**config.mk**
```make
export PLATFORM = sky130hd
export DESIGN_NAME = box7_filter_engine_flat
export DESIGN_NICKNAME = d
export VERILOG_FILES = /design/src/rtl/box7_filter_if.sv /design/src/rtl/box7_filter_engine.sv /design/src/flat_wrapper.sv
export SDC_FILE = /design/constraint.sdc
export NUM_CORES = 1
export LEC_CHECK = 0
export BUFFER_PORTS_ARGS = -buffer_cell sky130_fd_sc_hd__buf_4
export CAP_MARGIN = 0
export CELL_PAD_IN_SITES_DETAIL_PLACEMENT = 1
export CELL_PAD_IN_SITES_GLOBAL_PLACEMENT = 1
export CORE_MARGIN = 4
export CORE_UTILIZATION = 40
export CTS_BUF_LIST = sky130_fd_sc_hd__clkbuf_4 sky130_fd_sc_hd__clkbuf_8 sky130_fd_sc_hd__clkbuf_16
export DETAILED_ROUTE_END_ITERATION = 16
export HOLD_SLACK_MARGIN = 0.03
export PLACE_DENSITY = 0.81
export SYNTH_ARGS = -nofsm -noshare
export SYNTH_HDL_FRONTEND = slang
export SYNTH_SLANG_ARGS = --single-unit
```
**constraint.sdc**
```tcl
create_clock -name clk -period 6.5 [get_ports clk]
set_clock_uncertainty 0.1 [all_clocks]
set_input_delay 0.325 -clock clk [delete_from_list [all_inputs] [get_ports clk]]
set_output_delay 0.325 -clock clk [all_outputs]
set_load 0.02 [all_outputs]
```
**src/rtl/box7_filter_if.sv**
```systemverilog
// box7_filter_if: frame handshake plus source-window read and
// filtered-pixel write ports of the 7x7 box filter engine.
interface box7_filter_if #(
  parameter int A_WIDTH = 21,
  parameter int D_WIDTH = 8,
  parameter int MASKLEN = 392
);
  logic               start;
  logic               busy;
  logic               done;
  logic               ren;
  logic [A_WIDTH-1:0] raddr;
  logic [MASKLEN-1:0] rdata;
  logic               wen;
  logic [A_WIDTH-1:0] waddr;
  logic [D_WIDTH-1:0] wdata;

  modport master (
    input  start, rdata,
    output busy, done, ren, raddr,
    output wen, waddr, wdata
  );

  modport slave (
    output start, rdata,
    input  busy, done, ren, raddr,
    input  wen, waddr, wdata
  );
endinterface

```
**src/rtl/box7_filter_engine.sv**
```systemverilog
// box7_filter_engine: raster sweep of 7x7 windows over the source image,
// writing each window's box mean to the filtered image at its centre.
module box7_filter_engine #(
  parameter int IMG_W   = 1280,
  parameter int IMG_H   = 720,
  parameter int K       = 7,
  parameter int D_WIDTH = 8,
  parameter int A_WIDTH = 21,
  parameter int MASKLEN = 392,
  parameter int RECIP   = 1338,
  parameter int SHIFT   = 16
) (
  input logic          clk,
  input logic          rst,
  box7_filter_if.master bus
);

  typedef enum logic [1:0] {
    IDLE,
    RUN,
    DRAIN,
    DONE
  } state_e;

  localparam int CW  = $clog2(IMG_W);
  localparam int RW  = $clog2(IMG_H);
  localparam int RSW = 11;
  localparam int SW  = 14;
  localparam int PW  = 25;

  localparam logic [CW-1:0] COL_LAST = CW'(IMG_W - K);
  localparam logic [RW-1:0] ROW_LAST = RW'(IMG_H - K);
  localparam logic [A_WIDTH-1:0] CTR_OFS =
    A_WIDTH'((K / 2) * IMG_W + K / 2);

  state_e             state_q;
  logic [CW-1:0]      col_q;
  logic [RW-1:0]      row_q;
  logic [1:0]         drain_q;
  logic               busy_q;
  logic               done_q;
  logic               ren_q;
  logic [A_WIDTH-1:0] raddr_q;

  logic               v1_q, v2_q, v3_q;
  logic [A_WIDTH-1:0] a1_q, a2_q, a3_q;
  logic [K-1:0][RSW-1:0] rsum_q, rsum_d;
  logic [SW-1:0]      sum_q, sum_d;
  logic [PW-1:0]      prod;
  logic [D_WIDTH-1:0] wdata_d;
  logic               wen_q;
  logic [A_WIDTH-1:0] waddr_q;
  logic [D_WIDTH-1:0] wdata_q;

  always_comb begin
    rsum_d = '0;
    for (int r = 0; r < K; r++) begin
      for (int c = 0; c < K; c++) begin
        rsum_d[r] = rsum_d[r] + RSW'(bus.rdata[
          MASKLEN - 1 - D_WIDTH * (r * K + c) -: D_WIDTH]);
      end
    end
  end

  always_comb begin
    sum_d = '0;
    for (int r = 0; r < K; r++) begin
      sum_d = sum_d + SW'(rsum_q[r]);
    end
  end

  // Mean via reciprocal multiply; exact for uniform windows 0..255
  assign prod    = PW'(sum_q) * PW'(RECIP);
  assign wdata_d = D_WIDTH'(prod >> SHIFT);

  always_ff @(posedge clk or posedge rst) begin
    if (rst) begin
      state_q <= IDLE;
      col_q   <= '0;
      row_q   <= '0;
      drain_q <= '0;
      busy_q  <= 1'b0;
      done_q  <= 1'b0;
      ren_q   <= 1'b0;
      raddr_q <= '0;
    end else begin
      done_q <= 1'b0;
      unique case (state_q)
        IDLE: begin
          if (bus.start) begin
            state_q <= RUN;
            busy_q  <= 1'b1;
            ren_q   <= 1'b1;
            raddr_q <= '0;
            row_q   <= '0;
            col_q   <= '0;
          end
        end
        RUN: begin
          if (col_q == COL_LAST) begin
            col_q   <= '0;
            row_q   <= row_q + RW'(1);
            raddr_q <= raddr_q + A_WIDTH'(K);
          end else begin
            col_q   <= col_q + CW'(1);
            raddr_q <= raddr_q + A_WIDTH'(1);
          end
          if (col_q == COL_LAST && row_q == ROW_LAST) begin
            state_q <= DRAIN;
            ren_q   <= 1'b0;
            drain_q <= '0;
          end
        end
        DRAIN: begin
          drain_q <= drain_q + 2'd1;
          if (drain_q == 2'd3) begin
            state_q <= DONE;
            done_q  <= 1'b1;
            busy_q  <= 1'b0;
          end
        end
        DONE: state_q <= IDLE;
        default: state_q <= IDLE;
      endcase
    end
  end

  always_ff @(posedge clk or posedge rst) begin
    if (rst) begin
      v1_q    <= 1'b0;
      v2_q    <= 1'b0;
      v3_q    <= 1'b0;
      a1_q    <= '0;
      a2_q    <= '0;
      a3_q    <= '0;
      rsum_q  <= '0;
      sum_q   <= '0;
      wen_q   <= 1'b0;
      waddr_q <= '0;
      wdata_q <= '0;
    end else begin
      v1_q  <= ren_q;
      a1_q  <= raddr_q;
      v2_q  <= v1_q;
      a2_q  <= a1_q;
      v3_q  <= v2_q;
      a3_q  <= a2_q;
      wen_q <= v3_q;
      if (v1_q) rsum_q <= rsum_d;
      if (v2_q) sum_q <= sum_d;
      if (v3_q) begin
        waddr_q <= a3_q + CTR_OFS;
        wdata_q <= wdata_d;
      end
    end
  end

  assign bus.busy  = busy_q;
  assign bus.done  = done_q;
  assign bus.ren   = ren_q;
  assign bus.raddr = raddr_q;
  assign bus.wen   = wen_q;
  assign bus.waddr = waddr_q;
  assign bus.wdata = wdata_q;

endmodule
```
**src/flat_wrapper.sv**
```systemverilog
// flat-port wrapper written by rule: the top's interface ports become plain ports
module box7_filter_engine_flat 
#(
  parameter int IMG_W   = 1280,
  parameter int IMG_H   = 720,
  parameter int K       = 7,
  parameter int D_WIDTH = 8,
  parameter int A_WIDTH = 21,
  parameter int MASKLEN = 392,
  parameter int RECIP   = 1338,
  parameter int SHIFT   = 16
)
  (clk, rst, bus_start, bus_rdata, bus_busy, bus_done, bus_ren, bus_raddr, bus_wen, bus_waddr, bus_wdata);
  box7_filter_if #(.A_WIDTH(A_WIDTH), .D_WIDTH(D_WIDTH), .MASKLEN(MASKLEN)) bus_i ();
  input logic clk;
  input logic rst;
  input wire logic [$bits(bus_i.start)-1:0] bus_start;
  input wire logic [$bits(bus_i.rdata)-1:0] bus_rdata;
  output wire logic [$bits(bus_i.busy)-1:0] bus_busy;
  output wire logic [$bits(bus_i.done)-1:0] bus_done;
  output wire logic [$bits(bus_i.ren)-1:0] bus_ren;
  output wire logic [$bits(bus_i.raddr)-1:0] bus_raddr;
  output wire logic [$bits(bus_i.wen)-1:0] bus_wen;
  output wire logic [$bits(bus_i.waddr)-1:0] bus_waddr;
  output wire logic [$bits(bus_i.wdata)-1:0] bus_wdata;
  assign bus_i.start = bus_start;
  assign bus_i.rdata = bus_rdata;
  assign bus_busy = bus_i.busy;
  assign bus_done = bus_i.done;
  assign bus_ren = bus_i.ren;
  assign bus_raddr = bus_i.raddr;
  assign bus_wen = bus_i.wen;
  assign bus_waddr = bus_i.waddr;
  assign bus_wdata = bus_i.wdata;
  box7_filter_engine #(.IMG_W(IMG_W), .IMG_H(IMG_H), .K(K), .D_WIDTH(D_WIDTH), .A_WIDTH(A_WIDTH), .MASKLEN(MASKLEN), .RECIP(RECIP), .SHIFT(SHIFT)) u_core (.clk(clk), .rst(rst), .bus(bus_i));
endmodule
```
==> results.cfg, run 1 <==
[critical_path]
r2r_start = u_core.rsum_q[0]$_DFFE_PP0P_
crit_chain = ha_1 -> fa_1 -> a21o_1 -> a21oi_1 -> o21ai_0 -> o41ai_2 -> or4b_1 -> o311ai_0 -> fa_1 -> inv_1 -> fa_1 -> inv_1 -> fa_1 -> ha_1 -> and2_1 -> o21a_1 -> o31a_1 -> o41a_1
cp-end-kind = flop
rrSetupSlack_ns = 1.06
crit_family = adder cells
critPathMaxFanout = 3
cpMostUsedCell = fa_1
crit-reg2reg-capture = u_core.sum_q[13]$_DFFE_PP0P_
startpoint_type = flop
path_class = flop to flop
ff2ff_path_depth = 18
critPathMaxStageDelay_ns = 0.49
required_ns = 6.82
worstPathArrival_ns = 5.75
crit_slowest_cell = fa_1
cp.buffers_inverters = 2

[logic_synthesis]
synth_area_sq_um = 23500
avgSynthCellArea_sq_um = 10.2
postSynthCellCount = 2306
synthSimpleGateAreaFrac_pct = 8.29
ys_seq_area_share_pct = 25.2
synth_xor_area_share_pct = 5.04
synth-compound-area-share_pct = 9.19
synth_warnings = 0
async_flop_share_pct = 100
synth-edff-count = 0
synth_cell_type_count = 64
synth_top_family_by_area = adder cells
syn_nets = 3264
synth.area.mux_share_pct = 2.68
ys.flop_type = dfrtp_1
synth_fa_ha_area_share_pct = 40.1
ys_seq_elements = 236

[cells_and_area]
final_common_cell = inv_1
areaGrowthSynthToFinish_pct = 22.0
drive_gt1_share_pct = 20.2
fin_cells = 3544
final_util_pct = 49.4
final_cell_mix = 564 x inv_1, 454 x buf_4, 315 x fa_1
fill_cells = 6541
nets = 3717
n_antenna_cell = 0

[detailed_routing]
dr.pass1.iters = 5
dr.first_iter.drc_count = 623
vias_per_cell = 4.95
ant_nets = 0
wl_per_cell_um = 18.3
finalWirelength_um = 64900
num_vias = 17600
route.detailed.drc = 0

[sta]
hold_ws_ns = 0.250
finalMaxSlewViolations = 0
setup_viol = 0
fin_setup_tns_ns = 0
worst_pin_slew_ns = 1.03
max-slew-margin-rel_pct = 31.6
final.min_clock_period_ns = 5.44
rsz0062_at_grt = false
clock.fmax_ghz = 0.184
finalHoldViolCount = 0
worst_slack_ns = 1.06
fin_crit_sh_pct = 83.6

[die]
core_sq_um = 57900
initial_core_util_pct = 40.5
dieArea_sq_um = 62600
die_h_um = 250
num_rows = 88
die_w_um = 250
io_pins = 449

[clock_network]
clk_path_buf_depth = 3
cts_sinks = 236
cts_hold_buf = 2
cts_tree = yes
post-cts-setup-buffers = 0
cts_inserted_buffers = 26
ctsResizeCount = 0
worstSkewPairLatency_ns = 0.55
ctsRootBufferMaster = clkbuf_16
cts.clk_slew.worst_paths_ns = 0.06
cts_max_level = 1

[power]
power.leakage_nw = 15.5
ir_drop_uv = 406
power.density_nw_per_um2 = 304

[hold_path]
hold_depth = 0
min_to = u_core.a3_q[9]$_DFF_PP0_
min_from = u_core.a2_q[9]$_DFF_PP0_
hold_class = flop to flop

[grt]
antenna_found_initial = 1
grt_pass1_wl_um = 107000
grt_max_degree = 82
grt_pass1_vias = 20800
grt.overflow.total = 0
grt_usage_pct = 21.0

[flow_run]
drv_cap = 0

[place]
dp_hpwl_um = 55200
placed_cells = 3494
pre_cts_ws_ns = 1.12
io_buffers = 448
finalWeightedCongestion = 0.909

[outcome]
status = completed
-- worst reg2reg max path: stages (launching register included) --
cell and delay [ns]:
dfrtp_1 0.39, ha_1 0.23, fa_1 0.40, a21o_1 0.20
a21oi_1 0.20, o21ai_0 0.17, o41ai_2 0.40, or4b_1 0.48
o311ai_0 0.14, fa_1 0.49, inv_1 0.08, fa_1 0.40
inv_1 0.08, fa_1 0.42, ha_1 0.32, and2_1 0.18
o21a_1 0.18, o31a_1 0.11, o41a_1 0.32
-- Yosys cell counts (7+ instances only) --
cell type,count,share of area (%)
and3_1,10,0.27
nor2_1,120,1.9
fa_1,315,27
o211ai_1,8,0.26
nand2b_1,10,0.27
a21oi_1,100,2.1
dfrtp_1,236,25
inv_1,566,9.1
nor3b_1,7,0.22
xor2_1,40,1.5
mux2i_1,11,0.47
nand3b_1,17,0.54
nor3_1,37,0.79
nand4_1,10,0.27
xnor2_1,95,3.5
nor2b_1,26,0.69
o31ai_1,15,0.48
a21o_1,48,1.5
o41a_1,12,0.58
clkbuf_1,24,0.38
o21ai_0,68,1.4
nand3_1,24,0.51
ha_1,248,13
o21a_1,26,0.83
nand2_1,86,1.4
mux2_2,46,2.2
a211oi_1,9,0.29
a31oi_1,9,0.24
-- power breakdown --
group / switching, mW / internal [mW]
Clock: 0.640 / 0.889
Combinational: 3.13 / 2.45
Sequential: 0.0662 / 1.53
-- metrics by stage --
| stage | power (mW) | cell area [sq um] |
|---|---|---|
| global placement | 6.86 | 27700 |
| detailed placement | 7.17 | 27700 |
| floorplan | 5.55 | 23500 |
| global route | 9.61 | 28600 |
| CTS | 8.81 | 28600 |
| finish | 8.70 | 28600 |
-- registers in the layout (all words and copies together) (netlist names), 2 cells and up --
register          cells
u_core.rsum_q        77
u_core.a1_q          21
u_core.a2_q          21
u_core.a3_q          21
u_core.bus.raddr     21
u_core.bus.waddr     21
u_core.sum_q         14
u_core.col_q         11
u_core.row_q         10
u_core.bus.wdata      8
u_core.drain_q        2
u_core.state_q        2
-- worst max path at each step --
stage,endpoint,depth (start not counted),from,slack (ns)
after CTS,u_core.sum_q[13]$_DFFE_PP0P_,18,u_core.rsum_q[0]$_DFFE_PP0P_,1.08
after detailed placement,u_core.sum_q[13]$_DFFE_PP0P_,18,u_core.rsum_q[0]$_DFFE_PP0P_,1.12
after floorplan,u_core.sum_q[13]$_DFFE_PP0P_,18,u_core.rsum_q[0]$_DFFE_PP0P_,1.51
final,u_core.sum_q[13]$_DFFE_PP0P_,18,u_core.rsum_q[0]$_DFFE_PP0P_,1.06
after global routing,u_core.sum_q[13]$_DFFE_PP0P_,18,u_core.rsum_q[0]$_DFFE_PP0P_,0.84
after global placement,u_core.sum_q[13]$_DFFE_PP0P_,18,u_core.rsum_q[0]$_DFFE_PP0P_,1.27
-- cells by family after synthesis --
logic type	count (synthesis)
compound gates	334
xor+xnor	135
fa+ha+maj	563
buf+inv	597
flops	236
mux	57
simple gates	384
-- metal layers --
layer	GRT usage (%)	vias up	wire (um)
li1	-	8214	-
met1	25.2	8899	25700
met2	40.0	354	35100
met3	2.67	90	2510
met4	4.69	2	1460
met5	0	-	13
-- final cells by class --
cell class	instances	area, sq um	area share (%)
multi-input cells	1473	15300	53.5
repair buffers	456	3430	12.0
clock buffers	34	742	2.59
flip-flops and latches	236	5910	20.6
inverters	566	2130	7.43
well taps	765	957	3.34
clock inverters	14	144	0.503
Note: power is estimated with default switching activity, not from simulation.
==> run 2, diff against run 1 <==
--- a/config.mk
+++ b/config.mk
@@ -5,16 +5,17 @@
 export SDC_FILE = /design/constraint.sdc
 export NUM_CORES = 1
 export LEC_CHECK = 0
+export ABC_AREA = 1
 export BUFFER_PORTS_ARGS = -buffer_cell sky130_fd_sc_hd__buf_4
 export CAP_MARGIN = 0
 export CELL_PAD_IN_SITES_DETAIL_PLACEMENT = 1
 export CELL_PAD_IN_SITES_GLOBAL_PLACEMENT = 1
 export CORE_MARGIN = 4
-export CORE_UTILIZATION = 40
+export CORE_UTILIZATION = 39
 export CTS_BUF_LIST = sky130_fd_sc_hd__clkbuf_4 sky130_fd_sc_hd__clkbuf_8 sky130_fd_sc_hd__clkbuf_16
 export DETAILED_ROUTE_END_ITERATION = 16
 export HOLD_SLACK_MARGIN = 0.03
-export PLACE_DENSITY = 0.81
+export PLACE_DENSITY = 0.82
 export SYNTH_ARGS = -nofsm -noshare
 export SYNTH_HDL_FRONTEND = slang
 export SYNTH_SLANG_ARGS = --single-unit
==> constraint.sdc (replaced) <==
create_clock -name clk -period 5 [get_ports clk]
set_clock_uncertainty 0.1 [all_clocks]
set_input_delay 0.25 -clock clk [delete_from_list [all_inputs] [get_ports clk]]
set_output_delay 0.25 -clock clk [all_outputs]
set_load 0.02 [all_outputs]
==> results.cfg, run 2 <==
[outcome]
status = completed

[place]
finalWeightedCongestion = 0.893
pre_cts_ws_ns = 0.322
io_buffers = 448
placed_area_sq_um = 29200
dp_hpwl_um = 61800

[cells_and_area]
areaGrowthSynthToFinish_pct = 21.5
final_common_cell = inv_1
top_register = u_core.rsum_q
finalInstanceArea_sq_um = 30200
n_antenna_cell = 0
nets = 4354
largest_register_ffs = 77
drive_gt1_share_pct = 16.1
final_cell_mix = 782 x inv_1, 579 x nand2_1, 456 x buf_4

[clock_network]
cts_sinks = 236
cts.clk_slew.worst_paths_ns = 0.07
cts_max_level = 1
post-cts-setup-buffers = 0
ctsRootBufferMaster = clkbuf_16
clk_path_buf_depth = 3
cts_tree = yes
cts_hold_buf = 1
ctsResizeCount = 0
cts_inserted_buffers = 27
worstSkewPairLatency_ns = 0.57

[detailed_routing]
route.detailed.drc = 0
finalWirelength_um = 72500
vias_per_cell = 4.82
wl_per_cell_um = 17.0
dr.first_iter.drc_count = 715
dr.pass1.iters = 5
ant_nets = 0
num_vias = 20600

[die]
num_rows = 92
die_h_um = 260
die_w_um = 260
io_pins = 449
dieArea_sq_um = 67800
initial_core_util_pct = 39.4
core_sq_um = 63100

[sta]
fin_crit_sh_pct = 94.1
finalMaxSlewViolations = 0
clock.fmax_ghz = 0.213
worst_pin_slew_ns = 0.945
setup_viol = 0
max-slew-margin-rel_pct = 36.9
rsz0062_at_grt = false
finalHoldViolCount = 0
fin_setup_tns_ns = 0
final.min_clock_period_ns = 4.71
hold_ws_ns = 0.0857
worst_slack_ns = 0.295

[logic_synthesis]
synth_area_sq_um = 24800
yosysTopAreaCellShare_pct = 25.4
synth_cell_type_count = 51
synth-edff-count = 0
syn_nets = 3897
synth_warnings = 0
postSynthCellCount = 2939
yosys-top-cells-area = fa_1 25%, dfrtp_1 24%, ha_1 12%, inv_1 12%, nand2_1 8.8%
synthTopCellsByCount = 784 x inv_1, 579 x nand2_1, 315 x fa_1, 248 x ha_1, 236 x dfrtp_1
async_flop_share_pct = 100
ys.flop_type = dfrtp_1
avgSynthCellArea_sq_um = 8.45
yosysMostFrequentCell = inv_1
ys_seq_elements = 236
ys_seq_area_share_pct = 23.8
yosysTopAreaCell = fa_1

[critical_path]
cp-end-kind = flop
path_class = flop to flop
startpoint_type = flop
required_ns = 5.31
worstPathArrival_ns = 5.02
ff2ff_path_depth = 19
critPathMaxFanout = 4

[grt]
grt.overflow.total = 0
grt_pass1_vias = 23500
antenna_found_initial = 1
grt_max_degree = 128
grt_usage_pct = 21.8
grt_pass1_wl_um = 120000

[flow_run]
drv_cap = 0

[hold_path]
hold_class = input pin to flop
hold_depth = 5
[run 2: cell count changes in the layout (fill, tap and decap cells not counted), moves of 16 or more]
cell and change:
nor2b_1 -26, xnor2_1 -69, a21o_1 -38, nand4_1 +29, inv_1 +218, nand2_1 +493
o21ai_0 +34, nand3_1 +99, o21a_1 -20, a21oi_1 +21, mux2_2 -46, a31oi_1 +16
[run 2: worst max-delay path, stage by stage (launching register included)]
cell,delay (ns)
dfrtp_1,0.39
ha_1,0.25
fa_1,0.46
xor2_1,0.21
fa_1,0.52
inv_1,0.06
fa_1,0.48
inv_1,0.05
fa_1,0.51
ha_1,0.20
inv_1,0.07
fa_1,0.44
inv_1,0.12
nand2_1,0.10
a31oi_1,0.23
nand2_1,0.11
nand2_1,0.07
nand2_1,0.05
nand3_1,0.06
o21ai_0,0.08
[run 2: cell type report]
type | count | area [sq um]
fillers | 7768 | 32900
multi-input cells | 1885 | 15800
flip-flops and latches | 236 | 5910
repair buffers | 458 | 3450
inverters | 788 | 2970
well taps | 846 | 1060
clock buffers | 36 | 768
clock inverters | 13 | 208
[run 2: metrics by stage]
step           std cells  util [%]
2_1_floorplan       2939         -
3_3_place_gp        4212      46.3
3_5_place_dp        4212      46.3
4_1_cts             4262      47.9
5_1_grt             4262      47.9
6_report            4262      47.9
[run 2: worst paths after layout]
kind / startpoint / end / slack (ns)
setup reg to reg: u_core.rsum_q[0]$_DFFE_PP0P_ / u_core.sum_q[10]$_DFFE_PP0P_ / 0.29
hold / removal: bus_start / u_core.bus.raddr[0]$_DFFE_PP0P_ / 0.09
hold reg to reg: u_core.a1_q[9]$_DFF_PP0_ / u_core.a2_q[9]$_DFF_PP0_ / 0.25
max in group asynchronous: rst / u_core.v1_q$_DFF_PP0_ / 3.19
setup / recovery: u_core.rsum_q[0]$_DFFE_PP0P_ / u_core.sum_q[10]$_DFFE_PP0P_ / 0.29
min in group asynchronous: rst / u_core.bus.busy$_DFFE_PP0P_ / 0.33
[run 2: per-layer routing]
metal  routed length [um]  global-route usage [%]  share of wire, %  up-vias
met2                38100                    41.0                53      356
met5                   20                       0             0.028        -
met3                 2450                    2.29               3.4      115
met4                 2380                    6.11               3.3        2
met1                29500                    26.4                41    10200
li1                     -                       -                 -     9862
[run 2: kinds of logic (layout without fill, tap and decap cells)]
family / Yosys count / after routing / share of synthesized area (%)
AO/OA/AOI/OAI: 320 / 320 / 7.36
XOR/XNOR: 77 / 77 / 2.72
adder cells (fa/ha/maj): 563 / 563 / 37.9
buffers and inverters: 818 / 1295 / 12.5
flip-flops: 236 / 236 / 23.8
AND/OR/NAND/NOR: 925 / 925 / 15.7
Power of run 2 is left out: the tool's default activity adds up to more than one toggle a clock period on the data nets, which glitch-free logic cannot reach.
